===== src/rtl/mph_pkg.sv =====
`default_nettype none
// +----------------------------------------------------------------------------+
// | mph_pkg : shared encodings, register map and helpers for project_sequencer  |
// | Revision: 1.0                                                              |
// +----------------------------------------------------------------------------+
package mph_pkg;

    typedef enum logic [1:0] {
        ST_RUN     = 2'd0,
        ST_MUTE    = 2'd1,
        ST_SWAP    = 2'd2,
        ST_RELEASE = 2'd3
    } state_e;

    localparam logic [7:0] OFF_CTRL   = 8'h00;
    localparam logic [7:0] OFF_SELECT = 8'h04;
    localparam logic [7:0] OFF_DWELL  = 8'h08;
    localparam logic [7:0] OFF_STATUS = 8'h0C;

    localparam int STAT_ACT_LSB   = 0;
    localparam int STAT_STATE_LSB = 8;
    localparam int STAT_ERR_BIT   = 10;
    localparam int STAT_CNT_LSB   = 16;

    function automatic logic [31:0] merge_bytes(input logic [31:0] old_val,
                                                input logic [31:0] new_val,
                                                input logic [3:0]  sel);
        logic [31:0] res;
        res = old_val;
        for (int b = 0; b < 4; b++) begin
            if (sel[b]) res[b*8 +: 8] = new_val[b*8 +: 8];
        end
        return res;
    endfunction

    function automatic logic [7:0] next_project(input logic [7:0] cur,
                                                input logic [7:0] num);
        return (cur >= num - 8'd1) ? 8'd0 : cur + 8'd1;
    endfunction

endpackage
`default_nettype wire


===== src/rtl/dwell_timer.sv =====
`default_nettype none
// +----------------------------------------------------------------------------+
// | dwell_timer : counts enabled cycles, pulses expire on the limit-th cycle   |
// | Revision: 1.0                                                              |
// +----------------------------------------------------------------------------+
module dwell_timer (
    input  logic        clk,
    input  logic        reset_n,
    input  logic        enable,
    input  logic        load,
    input  logic [31:0] limit,
    output logic        expire
);

    logic [31:0] count_q, count_d;
    logic        armed;

    // A zero limit disables the timer entirely and pins the count at 0.
    assign armed  = enable & (limit != 32'd0);
    assign expire = armed & (count_q == limit - 32'd1);

    always_comb begin
        count_d = count_q + 32'd1;
        if (load || !armed || expire) count_d = 32'd0;
    end

    always_ff @(posedge clk or negedge reset_n) begin
        if (!reset_n) count_q <= 32'd0;
        else          count_q <= count_d;
    end

endmodule
`default_nettype wire


===== src/rtl/project_sequencer.sv =====
`default_nettype none
// +----------------------------------------------------------------------------+
// | project_sequencer : wishbone-controlled project switcher with mute/reset   |
// | Revision: 1.0                                                              |
// +----------------------------------------------------------------------------+
module project_sequencer
    import mph_pkg::*;
#(
    parameter logic [31:0] BASE_ADDR    = 32'h30000500,
    parameter int unsigned NUM_PROJECTS = 5,
    parameter int unsigned RESET_CYCLES = 16
) (
    input  logic        clk,
    input  logic        reset_n,
    input  logic        wbs_stb_i,
    input  logic        wbs_cyc_i,
    input  logic        wbs_we_i,
    input  logic [3:0]  wbs_sel_i,
    input  logic [31:0] wbs_adr_i,
    input  logic [31:0] wbs_dat_i,
    output logic        wbs_ack_o,
    output logic [31:0] wbs_dat_o,
    output logic [7:0]  active_project,
    output logic        project_reset,
    output logic        io_mute
);

    localparam logic [8:0] NUM_P9  = NUM_PROJECTS[8:0];
    localparam logic [7:0] NUM_P8  = NUM_PROJECTS[7:0];
    localparam logic [7:0] RC_LAST = 8'(RESET_CYCLES - 1);

    state_e      state_q, state_d;
    logic [7:0]  active_q, active_d;
    logic [7:0]  tgt_q, tgt_d;
    logic        pend_q, pend_d;
    logic [7:0]  pend_tgt_q, pend_tgt_d;
    logic [7:0]  cyc_q, cyc_d;
    logic [15:0] swcnt_q, swcnt_d;
    logic        auto_en_q, auto_en_d;
    logic [7:0]  select_q, select_d;
    logic [31:0] dwell_q, dwell_d;
    logic        sel_err_q, sel_err_d;
    logic        ack_q, ack_d;
    logic [31:0] dat_q, dat_d;
    logic        rst_hold_q;

    logic        bus_valid, in_window, accept, is_write;
    logic [7:0]  reg_off;
    logic        wr_ctrl, wr_select, wr_dwell, wr_status;
    logic        sel_byte0, sel_valid, sel_bad;
    logic        fsm_load, dwell_expire;
    logic [31:0] status, rd_data;
    logic        unused_adr_bits;

    assign unused_adr_bits = ^wbs_adr_i[1:0];

    // The ack_q term enforces a dead cycle after every ack.
    assign bus_valid = wbs_cyc_i & wbs_stb_i;
    assign in_window = (wbs_adr_i[31:8] == BASE_ADDR[31:8]);
    assign accept    = bus_valid & in_window & ~ack_q;
    assign is_write  = wbs_we_i & (|wbs_sel_i);
    assign reg_off   = {wbs_adr_i[7:2], 2'b00};

    assign wr_ctrl   = accept & is_write & (reg_off == OFF_CTRL);
    assign wr_select = accept & is_write & (reg_off == OFF_SELECT);
    assign wr_dwell  = accept & is_write & (reg_off == OFF_DWELL);
    assign wr_status = accept & is_write & (reg_off == OFF_STATUS);
    assign sel_byte0 = wr_select & wbs_sel_i[0];
    assign sel_valid = sel_byte0 & ({1'b0, wbs_dat_i[7:0]} < NUM_P9);
    assign sel_bad   = sel_byte0 & ~sel_valid;

    always_comb begin
        status = 32'd0;
        status[STAT_ACT_LSB +: 8]   = active_q;
        status[STAT_STATE_LSB +: 2] = state_q;
        status[STAT_ERR_BIT]        = sel_err_q;
        status[STAT_CNT_LSB +: 16]  = swcnt_q;
    end

    always_comb begin
        rd_data = 32'd0;
        case (reg_off)
            OFF_CTRL:   rd_data = {31'd0, auto_en_q};
            OFF_SELECT: rd_data = {24'd0, select_q};
            OFF_DWELL:  rd_data = dwell_q;
            OFF_STATUS: rd_data = status;
            default:    rd_data = 32'd0;
        endcase
    end

    always_comb begin
        auto_en_d = auto_en_q;
        select_d  = select_q;
        dwell_d   = dwell_q;
        sel_err_d = sel_err_q;
        if (wr_ctrl && wbs_sel_i[0]) auto_en_d = wbs_dat_i[0];
        if (sel_valid)               select_d  = wbs_dat_i[7:0];
        if (wr_dwell)                dwell_d   = merge_bytes(dwell_q, wbs_dat_i, wbs_sel_i);
        if (wr_status)               sel_err_d = 1'b0;
        if (sel_bad)                 sel_err_d = 1'b1;
        ack_d = accept;
        dat_d = (accept && !is_write) ? rd_data : 32'd0;
    end

    always_comb begin
        state_d    = state_q;
        active_d   = active_q;
        tgt_d      = tgt_q;
        pend_d     = pend_q;
        pend_tgt_d = pend_tgt_q;
        cyc_d      = cyc_q;
        swcnt_d    = swcnt_q;
        fsm_load   = 1'b0;
        case (state_q)
            ST_RUN: begin
                if (pend_q) begin
                    tgt_d    = pend_tgt_q;
                    pend_d   = 1'b0;
                    state_d  = ST_MUTE;
                    fsm_load = 1'b1;
                end else if (dwell_expire) begin
                    tgt_d    = next_project(active_q, NUM_P8);
                    state_d  = ST_MUTE;
                    fsm_load = 1'b1;
                end
            end
            ST_MUTE: begin
                active_d = tgt_q;
                cyc_d    = 8'd0;
                state_d  = ST_SWAP;
            end
            ST_SWAP: begin
                if (cyc_q == RC_LAST) state_d = ST_RELEASE;
                else                  cyc_d   = cyc_q + 8'd1;
            end
            ST_RELEASE: begin
                if (swcnt_q != 16'hFFFF) swcnt_d = swcnt_q + 16'd1;
                fsm_load = 1'b1;
                state_d  = ST_RUN;
            end
            default: state_d = ST_RUN;
        endcase
        // A new request recorded this cycle overrides any consumption above.
        if (sel_valid) begin
            pend_d     = 1'b1;
            pend_tgt_d = wbs_dat_i[7:0];
        end
    end

    dwell_timer u_dwell_timer (
        .clk     (clk),
        .reset_n (reset_n),
        .enable  (auto_en_q & (state_q == ST_RUN)),
        .load    (fsm_load | wr_dwell),
        .limit   (dwell_q),
        .expire  (dwell_expire)
    );

    always_ff @(posedge clk or negedge reset_n) begin
        if (!reset_n) begin
            state_q    <= ST_RUN;
            active_q   <= 8'd0;
            tgt_q      <= 8'd0;
            pend_q     <= 1'b0;
            pend_tgt_q <= 8'd0;
            cyc_q      <= 8'd0;
            swcnt_q    <= 16'd0;
            auto_en_q  <= 1'b0;
            select_q   <= 8'd0;
            dwell_q    <= 32'd0;
            sel_err_q  <= 1'b0;
            ack_q      <= 1'b0;
            dat_q      <= 32'd0;
            rst_hold_q <= 1'b1;
        end else begin
            state_q    <= state_d;
            active_q   <= active_d;
            tgt_q      <= tgt_d;
            pend_q     <= pend_d;
            pend_tgt_q <= pend_tgt_d;
            cyc_q      <= cyc_d;
            swcnt_q    <= swcnt_d;
            auto_en_q  <= auto_en_d;
            select_q   <= select_d;
            dwell_q    <= dwell_d;
            sel_err_q  <= sel_err_d;
            ack_q      <= ack_d;
            dat_q      <= dat_d;
            rst_hold_q <= 1'b0;
        end
    end

    // rst_hold_q keeps the project in reset and muted until the first edge after reset.
    assign active_project = active_q;
    assign project_reset  = rst_hold_q | (state_q == ST_SWAP);
    assign io_mute        = rst_hold_q | (state_q != ST_RUN);
    assign wbs_ack_o      = ack_q;
    assign wbs_dat_o      = dat_q;

endmodule
`default_nettype wire


===== config.mk =====
export PLATFORM = sky130hd
export DESIGN_NAME = project_sequencer
export DESIGN_NICKNAME = d
export VERILOG_FILES = /design/src/rtl/mph_pkg.sv /design/src/rtl/dwell_timer.sv /design/src/rtl/project_sequencer.sv
export SDC_FILE = /design/constraint.sdc
export NUM_CORES = 1
export LEC_CHECK = 0
export BUFFER_PORTS_ARGS = -buffer_cell sky130_fd_sc_hd__buf_2
export CAP_MARGIN = 20
export CORE_MARGIN = 2
export CORE_UTILIZATION = 37
export DETAILED_ROUTE_END_ITERATION = 12
export PLACE_DENSITY = 0.56
export SYNTH_ARGS = -nofsm -noshare
export SYNTH_HDL_FRONTEND = slang
export SYNTH_SLANG_ARGS = --single-unit

===== constraint.sdc =====
create_clock -name clk -period 5.2 [get_ports clk]
set_clock_uncertainty 0.15 [all_clocks]
set_input_delay 1.04 -clock clk [delete_from_list [all_inputs] [get_ports clk]]
set_output_delay 1.04 -clock clk [all_outputs]
set_load 0.02 [all_outputs]

==> impl_metrics.tcl, run 1 <==
set metrics [dict create \
    setup_slack_ns 0.741 \
    num_antenna_cells 0 \
    track_usage 0.179 \
    fillCellCount 2072 \
    yosysWarnings 0 \
    crit_type "reg -> reg" \
    io_buffers 113 \
    core-area_um2 21000 \
    antenna_left 0 \
    drtIter0Drc 332 \
    power.switching_w 0.000582 \
    fmax_mhz 224 \
    grt_start_max_net_pins 89 \
    drc 0 \
    min-delay-path-class "reg -> reg" \
    setup_violations 0 \
    grt-ovfl-total 0 \
    synthFlopType "dfrtp_1" \
    p_seq_frac 0.486 \
    wl_um 19400 \
    worstPathArrival_ns 4.61 \
    cts.sink_count 151 \
    leakagePower_nw 4.25 \
    netlist_area_um2 7880 \
    ctsResizeCount 0 \
    slew_headroom 0.372 \
    cts.hold.buffers_added 0 \
    placed_cells 1142 \
    worst_slew_pin_slew_ns 0.930 \
    ir_drop_mv 0.214 \
    floorplan.initialDensity 0.376 \
    layout.cells.non_filler 1174 \
    cp_slowest_stage_delay_ns 0.61 \
    rows 53 \
    die_area_um2 22500 \
    post-route-period-util 0.858 \
    final_util 0.441 \
    gp_congestion 0.814 \
    wl_per_cell_um 16.5 \
    path_delay_family "simple AND/OR/NAND/NOR gates" \
    syn_nets 866 \
    clockBufferDepth 2 \
    grt_pass1_wl_um 31000 \
    clk_pin_slew_worst_paths_ns 0.06 \
    synth_edf_count 0 \
    die_x_um 150 \
    place_ws_ns 0.734 \
    dp.final_hpwl_um 14100 \
    first_pass_iters 5 \
    hold_viol 0 \
    synthCells 782 \
    drv_slew 0 \
    maxCapViolations 0 \
    required_ns 5.35 \
    yosysSeqAreaShare 0.480 \
    syn_area_per_cell_um2 10.1 \
    ys_async_sr_fraction 1.00 \
    mostFrequentLayoutCell "dfrtp_1" \
    p_comb_frac 0.031 \
    clkPwrFrac 0.482 \
    die_y_um 150 \
    synth_seq_cells 151 \
    intPower_w 0.00184 \
    cp_common_cell "or4_1" \
    drive_gt1_frac 0.242 \
    area_growth_pct 17.4 \
    cp_max_fo 32 \
    antenna_found_initial 0 \
    cp-end-kind "register" \
    ios 116 \
    synth_cell_type_count 60 \
    viasPerCell 5.14 \
    final_cell_mix "dfrtp_1, buf_2, nor2_1" \
    cts_made_buffers 17 \
    final.setup.tns_ns 0 \
    cts_tree "done" \
    vias 6036 \
    worstPathCellList "inv_1 -> ha_1 -> or4b_2 -> or4_1 -> or4_1 -> a221o_1 -> or4_4 -> o21ai_4 -> buf_4 -> nor2_1" \
    worstSetupStartpointType "register" \
    p_per_area_nw_per_um2 262 \
    post_cts_buffers 0 \
    grt_setup_unrepaired "false" \
    slowest_stage "or4b_2" \
    grt_pass1_vias 5866 \
    netSwitchingFraction 0.240 \
    root_buffer "clkbuf_16" \
    insertion_delay_ns 0.43 \
    cts_max_level 4 \
    path_buf_inv 2 \
    status "completed" \
    fin_crit_ns 4.46 \
    final_nets 970 \
]
==> registers in the layout, indices dropped and copies added (netlist names) <==
signal / flops
tgt_q: 8
pend_q: 1
wbs_dat_o: 32
cyc_q: 8
u_dwell_timer.count_q: 32
active_project: 8
wbs_ack_o: 1
sel_err_q: 1
auto_en_q: 1
dwell_q: 32
select_q: 8
state_q: 2
rst_hold_q: 1
swcnt_q: 16
==> worst paths after layout <==
check,startpoint,end,slack [ns],depth (start not counted)
setup reg to reg,dwell_q[0],u_dwell_timer.count_q[20],0.74,10
setup / recovery,dwell_q[0],u_dwell_timer.count_q[20],0.74,10
max in group asynchronous,reset_n,u_dwell_timer.count_q[29],3.36,2
hold reg to reg,sel_err_q,sel_err_q,0.34,2
min in group asynchronous,reset_n,select_q[6],0.54,1
hold / removal,sel_err_q,sel_err_q,0.34,2
==> Yosys cell counts, types with 14 or more instances <==
cell type / instances / area (um2)
dfrtp_1: 150 / 3750
nor2_1: 99 / 372
mux2_2: 53 / 597
nand2_1: 52 / 195
xnor2_1: 47 / 412
xor2_1: 37 / 324
nand3_1: 35 / 175
a22oi_1: 28 / 210
clkbuf_1: 28 / 105
nor3_1: 22 / 110
o21ai_0: 20 / 100
inv_1: 17 / 63.8
nor2b_1: 16 / 100
and2_1: 15 / 93.8
nand4_1: 14 / 87.6
==> power by group through the flow <==
stage	sequential, W	clock [W]	combinational (W)
after detailed placement	0.00120	0	0.0000790
after floorplan	0.00120	0	0.0000187
final	0.00118	0.00117	0.0000761
after global placement	0.00120	0	0.0000786
after CTS	0.00118	0.00120	0.0000791
after global routing	0.00118	0.00125	0.0000871
==> cell type report <==
class | instances | area [um2] | area share
inverter | 18 | 67.6 | 0.00731
multi-input combinational | 576 | 3860 | 0.418
sequential | 151 | 3780 | 0.409
tap | 275 | 344 | 0.0372
timing repair buffer | 122 | 639 | 0.0691
clock inverter | 14 | 116 | 0.0126
clock buffer | 18 | 439 | 0.0475
==> cells by family (layout without fill, tap and decap cells) <==
kind of cell / count (synthesis) / after routing / synth area share
other: 1 / 1 / 0.000476
AND/OR/NAND/NOR: 326 / 326 / 0.212
AO/OA/AOI/OAI: 97 / 97 / 0.0859
XOR/XNOR: 84 / 84 / 0.0934
buffers and inverters: 55 / 172 / 0.0300
multiplexers: 57 / 57 / 0.0808
flip-flops: 151 / 151 / 0.480
adder cells (fa/ha/maj): 11 / 11 / 0.0175
==> through the flow <==
stage / area (um2) / hold slack, ns / power [W]
2_1_floorplan: 7880 / 0.298 / 0.00122
3_3_place_gp: 8690 / 0.321 / 0.00128
3_5_place_dp: 8690 / 0.326 / 0.00128
4_1_cts: 9250 / 0.340 / 0.00245
5_1_grt: 9250 / 0.366 / 0.00251
6_report: 9250 / 0.338 / 0.00242
==> tightest hold or removal path, delay by kind of cell, from the launching register on <==
kind               cells  cell delay (ns)
and+or+nand+nor        1             0.05
DFF                    1             0.34
AOI/OAI and AO/OA      1             0.06
==> metal layers <==
layer	up-vias	GRT usage	wire length, um
li1	2967	-	-
met1	2928	0.248	9320
met2	122	0.280	8920
met3	19	0.0323	794
met4	0	0.0660	363
met5	-	0	0
Power figures use the tool's default switching activity.
==> run 2: changes to the inputs <==
MAX_ROUTING_LAYER = met4   (was default)
==> run 2 against run 1 <==
Wire length is 0.12% lower; sequential cell count stayed put; sequential share of layout area stayed put; cell count stayed put; design area stayed put; register-to-register slack hardly changed; setup slack better by 0.0084 ns; hold slack worse by 0.0011 ns; first-iteration DRC count is 6.9% lower; critical endpoint is now u_dwell_timer.count_q[6]; highest routed layer unchanged.
==> impl_metrics.tcl, run 2 (synthesis results as in run 1) <==
set metrics [dict create \
    fin_crit_ns 4.45 \
    fmax_mhz 225 \
    worstPathArrival_ns 4.60 \
    clockBufferDepth 2 \
    insertion_delay_ns 0.43 \
    clk_pin_slew_worst_paths_ns 0.06 \
    crit_type "reg -> reg" \
    r2r_setup_slack_ns 0.75 \
    area_growth_pct 17.4 \
    die_area_um2 22500 \
    rows 53 \
    cp-end-kind "register" \
    root_buffer "clkbuf_16" \
    endpoint "u_dwell_timer.count_q[6]" \
    grt_pass1_wl_um 31000 \
    crit_start "dwell_q[0]" \
    min-delay-path-class "reg -> reg" \
    mostFrequentLayoutCell "dfrtp_1" \
    reg2reg_to "u_dwell_timer.count_q[6]" \
    cts_tree "done" \
    floorplan.initialDensity 0.376 \
    cp_max_fo 32 \
    num_antenna_cells 0 \
    rr_startpoint "dwell_q[0]" \
    grt_setup_unrepaired "false" \
    slew_headroom 0.370 \
    ir_drop_mv 0.212 \
    worst_slew_pin_slew_ns 0.933 \
    drv_slew 0 \
    wl_per_cell_um 16.5 \
    vias 6041 \
    viasPerCell 5.15 \
    p_per_area_nw_per_um2 262 \
    worstPathCellList "inv_1 -> ha_1 -> or4b_2 -> or4_1 -> or4_1 -> a221o_1 -> or4_4 -> o21ai_4 -> buf_4 -> nor2_1" \
    cp_common_cell "or4_1" \
    antenna_left 0 \
    cts.sink_count 151 \
    drive_gt1_frac 0.242 \
    met2_usage 0.281 \
    drtIter0Drc 309 \
    grt_busiest_layer "met2" \
    grt_start_max_net_pins 89 \
    maxCapViolations 0 \
    grt_pass1_vias 5866 \
    cts_made_buffers 17 \
    first_pass_iters 5 \
    worstSetupStartpointType "register" \
    p_total_w 0.00242 \
    dp.final_hpwl_um 14100 \
    required_ns 5.35 \
    hold_viol 0 \
    slowest_stage "or4b_2" \
    cts.hold.buffers_added 0 \
    die_x_um 150 \
    core-area_um2 21000 \
    wl_um 19400 \
    io_buffers 113 \
    track_usage 0.184 \
    ios 116 \
    leakagePower_nw 4.25 \
    final_cell_mix "dfrtp_1, buf_2, nor2_1" \
    worst_r2r_path_depth 10 \
    use_met1 0.248 \
    final_nets 970 \
    grt-ovfl-total 0 \
    post_cts_buffers 0 \
    grtUsageMet3 0.0375 \
    setup_violations 0 \
    antenna_found_initial 0 \
    post-route-period-util 0.856 \
    ctsResizeCount 0 \
    fillCellCount 2072 \
    cts_max_level 4 \
    gp_congestion 0.826 \
    die_y_um 150 \
    final.setup.tns_ns 0 \
    drc 0 \
    cp_slowest_stage_delay_ns 0.61 \
    status "completed" \
]
run 2: final cells by class:
| cell class | count | area, um2 | share of cell area |
|---|---|---|---|
| clock buffers | 18 | 439 | 0.0475 |
| clock inverters | 14 | 116 | 0.0126 |
| inverters | 18 | 67.6 | 0.00731 |
| multi-input cells | 576 | 3860 | 0.418 |
| flip-flops and latches | 151 | 3780 | 0.409 |
| well taps | 275 | 344 | 0.0372 |
| repair buffers | 122 | 639 | 0.0691 |
run 2: report_power, final:
group          switching [W]  total [W]  internal, W
Combinational      0.0000475  0.0000761    0.0000286
Clock               0.000533    0.00117     0.000635
Sequential        0.00000181    0.00118      0.00118
Total               0.000582    0.00242      0.00184
run 2: worst min path at each step:
stage | from | to | slack (ns) | depth (start not counted)
finish | sel_err_q | sel_err_q | 0.34 | 2
global placement | sel_err_q | sel_err_q | 0.32 | 2
global route | swcnt_q[11] | swcnt_q[11] | 0.37 | 1
CTS | sel_err_q | sel_err_q | 0.34 | 2
detailed placement | swcnt_q[11] | swcnt_q[11] | 0.33 | 1
floorplan | sel_err_q | sel_err_q | 0.30 | 2
run 2: routing by layer:
metal,wire length (um),vias to the layer above
li1,-,2968
met3,806,18
met1,9300,2933
met2,8960,122
met4,306,0
met5,0,-
run 2: critical path: cells and delay by family (launching register included):
family / cells / cell delay, ns
AO/OA/AOI/OAI: 2 / 0.50
adder cells (fa/ha/maj): 1 / 0.28
buffers and inverters: 2 / 0.45
flip-flops: 1 / 0.49
AND/OR/NAND/NOR: 5 / 2.43
run 2: metrics by stage:
step	hold slack [ns]	std cells	instance area [um2]	worst slack, ns	utilization
after floorplan	0.298	782	7880	1.18	-
after global placement	0.321	1142	8690	0.778	0.415
after detailed placement	0.326	1142	8690	0.734	0.415
after CTS	0.340	1174	9250	0.718	0.441
after global routing	0.366	1174	9250	0.548	0.441
final	0.337	1174	9250	0.749	0.441
